--- src/rtl/phase_sequencer_if.sv ---
// Control/status bundle for phase_sequencer.
//   i_RUN, i_SINGLE, i_HOLD, i_RESTART : control levels into the sequencer
//   o_PHASE       : one-hot phase enables (zero when idle)
//   o_STATE       : active phase index (zero when idle)
//   o_BUSY        : sequencer is cycling
//   o_PHASE_LAST  : final clock of a phase that will advance
//   o_CYCLE_START : first clock of phase 0
//   o_CYCLE_COUNT : completed cycles, wrapping
// master = controller side, slave = sequencer side.
interface phase_sequencer_if #(
    parameter int N_PHASES = 3,
    parameter int CNT_W    = 16
);
    logic                          i_RUN;
    logic                          i_SINGLE;
    logic                          i_HOLD;
    logic                          i_RESTART;
    logic [N_PHASES-1:0]           o_PHASE;
    logic [$clog2(N_PHASES)-1:0]   o_STATE;
    logic                          o_BUSY;
    logic                          o_PHASE_LAST;
    logic                          o_CYCLE_START;
    logic [CNT_W-1:0]              o_CYCLE_COUNT;

    modport master (
        output i_RUN, i_SINGLE, i_HOLD, i_RESTART,
        input  o_PHASE, o_STATE, o_BUSY, o_PHASE_LAST, o_CYCLE_START, o_CYCLE_COUNT
    );

    modport slave (
        input  i_RUN, i_SINGLE, i_HOLD, i_RESTART,
        output o_PHASE, o_STATE, o_BUSY, o_PHASE_LAST, o_CYCLE_START, o_CYCLE_COUNT
    );
endinterface

--- src/rtl/phase_sequencer.sv ---
// Multi-phase cycle generator: N_PHASES non-overlapping one-hot enables,
// each PHASE_LEN clocks long, with run/stop, single-cycle, hold, restart
// and a completed-cycle counter.
//   i_CLOCK : system clock, rising edge
//   i_RESET : asynchronous active-high reset
//   bus     : phase_sequencer_if.slave (controls in, phase/status out)
module phase_sequencer #(
    parameter int N_PHASES  = 3,
    parameter int PHASE_LEN = 1,
    parameter int CNT_W     = 16
) (
    input  logic               i_CLOCK,
    input  logic               i_RESET,
    phase_sequencer_if.slave   bus
);
    localparam int SW = $clog2(N_PHASES);
    localparam int LW = (PHASE_LEN > 1) ? $clog2(PHASE_LEN) : 1;
    localparam logic [SW-1:0] LAST_PH  = SW'(N_PHASES - 1);
    localparam logic [LW-1:0] LAST_SUB = LW'(PHASE_LEN - 1);

    if (N_PHASES < 2 || N_PHASES > 16) begin : g_bad_n
        $error("phase_sequencer: N_PHASES must be 2..16");
    end
    if (PHASE_LEN < 1 || PHASE_LEN > 256) begin : g_bad_len
        $error("phase_sequencer: PHASE_LEN must be 1..256");
    end
    if (CNT_W < 1) begin : g_bad_cnt
        $error("phase_sequencer: CNT_W must be at least 1");
    end

    typedef enum logic {IDLE, ACTIVE} state_t;

    state_t            state_q, state_d;
    logic [SW-1:0]     phase_q, phase_d;
    logic [LW-1:0]     sub_q,   sub_d;
    logic [CNT_W-1:0]  cnt_q,   cnt_d;
    logic              cs_q,    cs_d;
    // Set when a cycle ended because of i_SINGLE; blocks a new start until
    // i_SINGLE is released, so holding i_SINGLE high gives exactly one cycle.
    logic              lock_q,  lock_d;

    always_ff @(posedge i_CLOCK or posedge i_RESET) begin
        if (i_RESET) begin
            state_q <= IDLE;
            phase_q <= '0;
            sub_q   <= '0;
            cnt_q   <= '0;
            cs_q    <= 1'b0;
            lock_q  <= 1'b0;
        end else begin
            state_q <= state_d;
            phase_q <= phase_d;
            sub_q   <= sub_d;
            cnt_q   <= cnt_d;
            cs_q    <= cs_d;
            lock_q  <= lock_d;
        end
    end

    always_comb begin
        state_d = state_q;
        phase_d = phase_q;
        sub_d   = sub_q;
        cnt_d   = cnt_q;
        cs_d    = 1'b0;
        lock_d  = lock_q;
        if (bus.i_RESTART) begin
            // Abort wins over everything but reset; count is left alone.
            state_d = IDLE;
            phase_d = '0;
            sub_d   = '0;
            lock_d  = 1'b0;
        end else begin
            case (state_q)
                IDLE: begin
                    lock_d = lock_q & bus.i_SINGLE;
                    if (bus.i_RUN && !(lock_q && bus.i_SINGLE)) begin
                        state_d = ACTIVE;
                        phase_d = '0;
                        sub_d   = '0;
                        cs_d    = 1'b1;
                    end
                end
                ACTIVE: begin
                    if (!bus.i_HOLD) begin
                        if (sub_q == LAST_SUB) begin
                            sub_d = '0;
                            if (phase_q == LAST_PH) begin
                                // Wrap edge: the only place stop is evaluated.
                                cnt_d   = cnt_q + CNT_W'(1);
                                phase_d = '0;
                                if (!bus.i_RUN || bus.i_SINGLE) begin
                                    state_d = IDLE;
                                    lock_d  = bus.i_SINGLE;
                                end else begin
                                    cs_d = 1'b1;
                                end
                            end else begin
                                phase_d = phase_q + SW'(1);
                            end
                        end else begin
                            sub_d = sub_q + LW'(1);
                        end
                    end
                end
                default: state_d = IDLE;
            endcase
        end
    end

    // phase_q is forced to 0 whenever IDLE is entered, so it doubles as o_STATE.
    assign bus.o_BUSY        = (state_q == ACTIVE);
    assign bus.o_PHASE       = (state_q == ACTIVE) ? (N_PHASES'(1) << phase_q) : '0;
    assign bus.o_STATE       = phase_q;
    assign bus.o_PHASE_LAST  = (state_q == ACTIVE) && (sub_q == LAST_SUB) && !bus.i_HOLD;
    assign bus.o_CYCLE_START = cs_q;
    assign bus.o_CYCLE_COUNT = cnt_q;
endmodule

--- src/flat_wrapper.sv ---
// flat-port wrapper written by rule: the top's interface ports become plain ports
module phase_sequencer_flat 
#(
    parameter int N_PHASES  = 3,
    parameter int PHASE_LEN = 1,
    parameter int CNT_W     = 16
)
  (i_CLOCK, i_RESET, bus_i_RUN, bus_i_SINGLE, bus_i_HOLD, bus_i_RESTART, bus_o_PHASE, bus_o_STATE, bus_o_BUSY, bus_o_PHASE_LAST, bus_o_CYCLE_START, bus_o_CYCLE_COUNT);
  phase_sequencer_if #(.N_PHASES(N_PHASES), .CNT_W(CNT_W)) bus_i ();
  input  logic i_CLOCK;
  input  logic i_RESET;
  input wire logic [$bits(bus_i.i_RUN)-1:0] bus_i_RUN;
  input wire logic [$bits(bus_i.i_SINGLE)-1:0] bus_i_SINGLE;
  input wire logic [$bits(bus_i.i_HOLD)-1:0] bus_i_HOLD;
  input wire logic [$bits(bus_i.i_RESTART)-1:0] bus_i_RESTART;
  output wire logic [$bits(bus_i.o_PHASE)-1:0] bus_o_PHASE;
  output wire logic [$bits(bus_i.o_STATE)-1:0] bus_o_STATE;
  output wire logic [$bits(bus_i.o_BUSY)-1:0] bus_o_BUSY;
  output wire logic [$bits(bus_i.o_PHASE_LAST)-1:0] bus_o_PHASE_LAST;
  output wire logic [$bits(bus_i.o_CYCLE_START)-1:0] bus_o_CYCLE_START;
  output wire logic [$bits(bus_i.o_CYCLE_COUNT)-1:0] bus_o_CYCLE_COUNT;
  assign bus_i.i_RUN = bus_i_RUN;
  assign bus_i.i_SINGLE = bus_i_SINGLE;
  assign bus_i.i_HOLD = bus_i_HOLD;
  assign bus_i.i_RESTART = bus_i_RESTART;
  assign bus_o_PHASE = bus_i.o_PHASE;
  assign bus_o_STATE = bus_i.o_STATE;
  assign bus_o_BUSY = bus_i.o_BUSY;
  assign bus_o_PHASE_LAST = bus_i.o_PHASE_LAST;
  assign bus_o_CYCLE_START = bus_i.o_CYCLE_START;
  assign bus_o_CYCLE_COUNT = bus_i.o_CYCLE_COUNT;
  phase_sequencer #(.N_PHASES(N_PHASES), .PHASE_LEN(PHASE_LEN), .CNT_W(CNT_W)) u_core (.i_CLOCK(i_CLOCK), .i_RESET(i_RESET), .bus(bus_i));
endmodule
--- config.mk ---
export PLATFORM = sky130hd
export DESIGN_NAME = phase_sequencer_flat
export DESIGN_NICKNAME = d
export VERILOG_FILES = /design/src/rtl/phase_sequencer_if.sv /design/src/rtl/phase_sequencer.sv /design/src/flat_wrapper.sv
export SDC_FILE = /design/constraint.sdc
export NUM_CORES = 1
export LEC_CHECK = 0
export BUFFER_PORTS_ARGS = -buffer_cell sky130_fd_sc_hd__buf_2
export CAP_MARGIN = 10
export CORE_MARGIN = 5
export CORE_UTILIZATION = 53
export DETAILED_ROUTE_END_ITERATION = 12
export GPL_TIMING_DRIVEN = 0
export PLACE_DENSITY = 0.78
export SYNTH_ARGS = -nofsm -noshare
export SYNTH_HDL_FRONTEND = slang
export SYNTH_SLANG_ARGS = --single-unit
--- constraint.sdc ---
create_clock -name i_CLOCK -period 4.3 [get_ports i_CLOCK]
set_input_delay 0.215 -clock i_CLOCK [delete_from_list [all_inputs] [get_ports i_CLOCK]]
set_output_delay 0.215 -clock i_CLOCK [all_outputs]
set_load 0.005 [all_outputs]
==> out/qor.csv <==
stage;metric;value;unit
synthesis;most frequent cell after synthesis;dfrtp_1;
clock_network;H-tree lvl count;1;
clock_network;root buffer cell;clkbuf_4;
finish;ANT cells;0;
min_path;HP Class;input port to asynchronous set/reset pin;
status;status;finished, final reports clean;
synthesis;syn avg cell area;11.1;sq um
place;port bufs;28;
synthesis;synth unique cells;30;
worst_setup_path;CP endpoint kind;primary output;
global_route;gr usage total;16.8;%
routing;routed wire length;1990;um
worst_setup_path;Req. time, crit path;4090;ps
synthesis;largest cells by area after synthesis;dfrtp_1 52%, xnor2_1 10%, nand4_1 3.1%, nand2_1 2.9%, nand4bb_4 2.7%;
timing;post-layout worst setup margin;2680;ps
power_and_ir_drop;Cell Int Power;0.245;mW
timing;setup TNS;0;ps
clock_network;cts hold-fix bufs;0;
floorplanning;DIE AREA;0.00290;sq mm
place;GPL Wtd Cong;0.753;
routing;initial detailed-routing violation count;17;
timing;min Tclk post-route;1620;ps
synthesis;async set-reset flop share out of synthesis;100;%
power_and_ir_drop;power per cell area;260;mW/mm^2
global_route;initial antenna violation count;0;
routing;detailed-route DRC error count;0;
synthesis;top-area cell type share of the netlist area;51.5;%
synthesis;Post-synth EDFFs;0;
timing;fin crit share;37.6;%
place;Placement Cell Area;0.00119;sq mm
flow_run;MaxCap Viol Count;0;
routing;drt wl/cell;13.4;um
synthesis;Mapped Area;0.00102;sq mm
finish;Layout Nets;132;
timing;unrepaired setup endpoints after global routing;no;
power_and_ir_drop;sw frac;22.7;%
global_route;first-pass GRT wire length;3480;um
routing;wire length on met1;865;um
finish;fin area;0.00122;sq mm
timing;highest clock rate;618;MHz
clock_network;TritonCTS clock tree;built;
timing;WHS;19.1;ps
clock_network;CTS Sinks;21;
timing;clk_skew;6.39;ps
timing;final hold violations;0;
power_and_ir_drop;P_leak;0.609;nW
place;Detailed Place HPWL;1570;um
finish;synthesis-to-layout area growth;19.4;%
finish;share of layout cells above drive strength 1;29.8;%
power_and_ir_drop;Clk network pwr share;28.8;%
timing;Final setup viols;0;
clock_network;post-CTS resize count;0;
routing;Routed Antenna Nets;0;
place;pre-CTS WS;2770;ps
clock_network;clock buffer count from CTS;3;
floorplanning;Core Area;0.00178;sq mm
worst_setup_path;kind of critical path;register to primary output;
worst_setup_path;CP Launch Type;register;
power_and_ir_drop;Sequential Power Share;64.3;%
synthesis;Main synth FF type;dfrtp_1;
worst_setup_path;CP Cell Sequence;nor2b_1 -> buf_2;
power_and_ir_drop;Gate power share;6.9;%
floorplanning;die width;53.9;um
worst_setup_path;crit-path max FO;10;
clock_network;Post-CTS Setup Bufs;0;
power_and_ir_drop;switching power;0.0719;mW
worst_setup_path;CP max stage delay;540;ps
global_route;number of global-route vias before repair;771;
global_route;GRT overflow;0;
routing;via count;796;
floorplanning;Ports;30;
floorplanning;initial core utilization;57.2;%
synthesis;synth warn;0;
routing;DR pass1 iterations;4;
worst_setup_path;CP max stage cell;dfrtp_1;
timing;actual slew at the worst max-slew pin;738;ps
floorplanning;Die H;53.9;um
power_and_ir_drop;Worst VDD drop;0.145;mV
synthesis;synth cell count leaders;21 x dfrtp_1, 12 x xnor2_1, 8 x nand2_1;
routing;top routing layer in use;met4;
timing;Slew Limit Fails;0;
routing;drt via density;5.34;
clock_network;Reg clk slew, reported paths;110;ps
synthesis;syn_nets;99;
routing;met3 wire length;122;um
timing;relative slew slack;50.7;%
synthesis;Synth area leader;dfrtp_1;
worst_setup_path;worst path arrival time;1400;ps
floorplanning;Rows;15;
routing;DR WL met2;968;um
synthesis;sequential area share after synthesis;51.5;%
clock_network;worst skew pair latency;300;ps
synthesis;register bit total from synthesis;21;
synthesis;Gate Count Post-Synth;92;
global_route;largest net degree at the start of global routing;22;
clock_network;Clock Tree Buf Depth;2;
==> routing by layer <==
layer	track usage (%)	up-vias
met5	0	-
met4	7.66	0
met3	3.05	4
met2	27.4	23
met1	21.3	379
li1	-	390
==> path summary, 6_finish.rpt <==
| kind | start | end | slack (ps) | cells past startpoint |
|---|---|---|---|---|
| min | i_RESET | u_core.bus.o_CYCLE_COUNT[8]$_DFFE_PP0P_ | 20 | 2 |
| min reg2reg | u_core.bus.o_CYCLE_COUNT[15]$_DFFE_PP0P_ | u_core.bus.o_CYCLE_COUNT[15]$_DFFE_PP0P_ | 490 | 1 |
| min in group i_CLOCK | bus_i_RUN | u_core.bus.o_BUSY$_DFF_PP0_ | 180 | 3 |
| max reg2reg | u_core.bus.o_CYCLE_COUNT[0]$_DFFE_PP0P_ | u_core.bus.o_CYCLE_COUNT[8]$_DFFE_PP0P_ | 2770 | 5 |
| max in group asynchronous | i_RESET | u_core.bus.o_CYCLE_COUNT[14]$_DFFE_PP0P_ | 3810 | 2 |
| max | u_core.bus.o_BUSY$_DFF_PP0_ | bus_o_PHASE_LAST | 2680 | 2 |
==> area by class of cell <==
class / count / area (sq um)
Buffer: 1 / 5.00
Clock buffer: 4 / 26.3
Fill cell: 143 / 566
Inverter: 1 / 3.75
Multi-Input combinational cell: 69 / 485
Sequential cell: 21 / 526
Tap cell: 25 / 31.3
Timing Repair Buffer: 28 / 140
==> through the flow <==
stage	utilization (%)	power, mW	instances
finish	68.3	0.317	149
global placement	66.8	0.229	145
detailed placement	66.8	0.230	145
floorplan	-	0.220	92
global route	68.3	0.330	149
CTS	68.3	0.320	149
==> worst max-delay path, delay by kind of cell (launching register included) <==
family	cells	cell delay, ps
flip-flops	1	540
AND/OR/NAND/NOR	1	390
buffers and inverters	1	190
==> sequential cells by signal, summed over array words and instances (netlist names) <==
name,cells
u_core.bus.o_CYCLE_START,1
u_core.bus.o_BUSY,1
u_core.bus.o_CYCLE_COUNT,16
u_core.lock_q,1
u_core.bus.o_STATE,2
==> layout by cell type, fill, tap and decap left out <==
master,n
a21oi_1,4
clkbuf_1,1
o21ai_0,3
nand2_1,8
nand4b_1,1
nand4bb_4,1
or3_1,2
and2_1,1
nand2b_1,1
clkbuf_2,1
nor3b_1,2
nor2b_1,3
and3b_1,1
nor2_1,5
mux2_2,1
nor3_2,1
inv_1,1
nand3_1,4
nand4_1,5
and4_1,1
a31oi_1,1
nor2_2,1
a22oi_1,2
buf_2,28
or3b_1,1
nor4b_4,1
dfrtp_1,21
xnor2_1,12
xor2_1,2
clkbuf_4,3
nor3_1,3
and3_1,1
ha_1,1
==> power groups by stage <==
stage          logic, mW  registers, mW  clock network, mW
3_3_place_gp      0.0214          0.207                  0
4_1_cts           0.0226          0.204             0.0935
6_report          0.0219          0.204             0.0912
5_1_grt           0.0251          0.205              0.100
3_5_place_dp      0.0225          0.208                  0
2_1_floorplan     0.0127          0.207                  0
==> cell families after synthesis <==
kind of cell / count (synthesis) / share of synthesized area (%)
multiplexers: 1 / 1.10
adder cells (fa/ha/maj): 1 / 1.23
buffers and inverters: 2 / 0.858
flip-flops: 21 / 51.5
AND/OR/NAND/NOR: 43 / 27.7
XOR/XNOR: 14 / 12.0
AO/OA/AOI/OAI: 10 / 5.52
(Power assumes the default switching activity.)
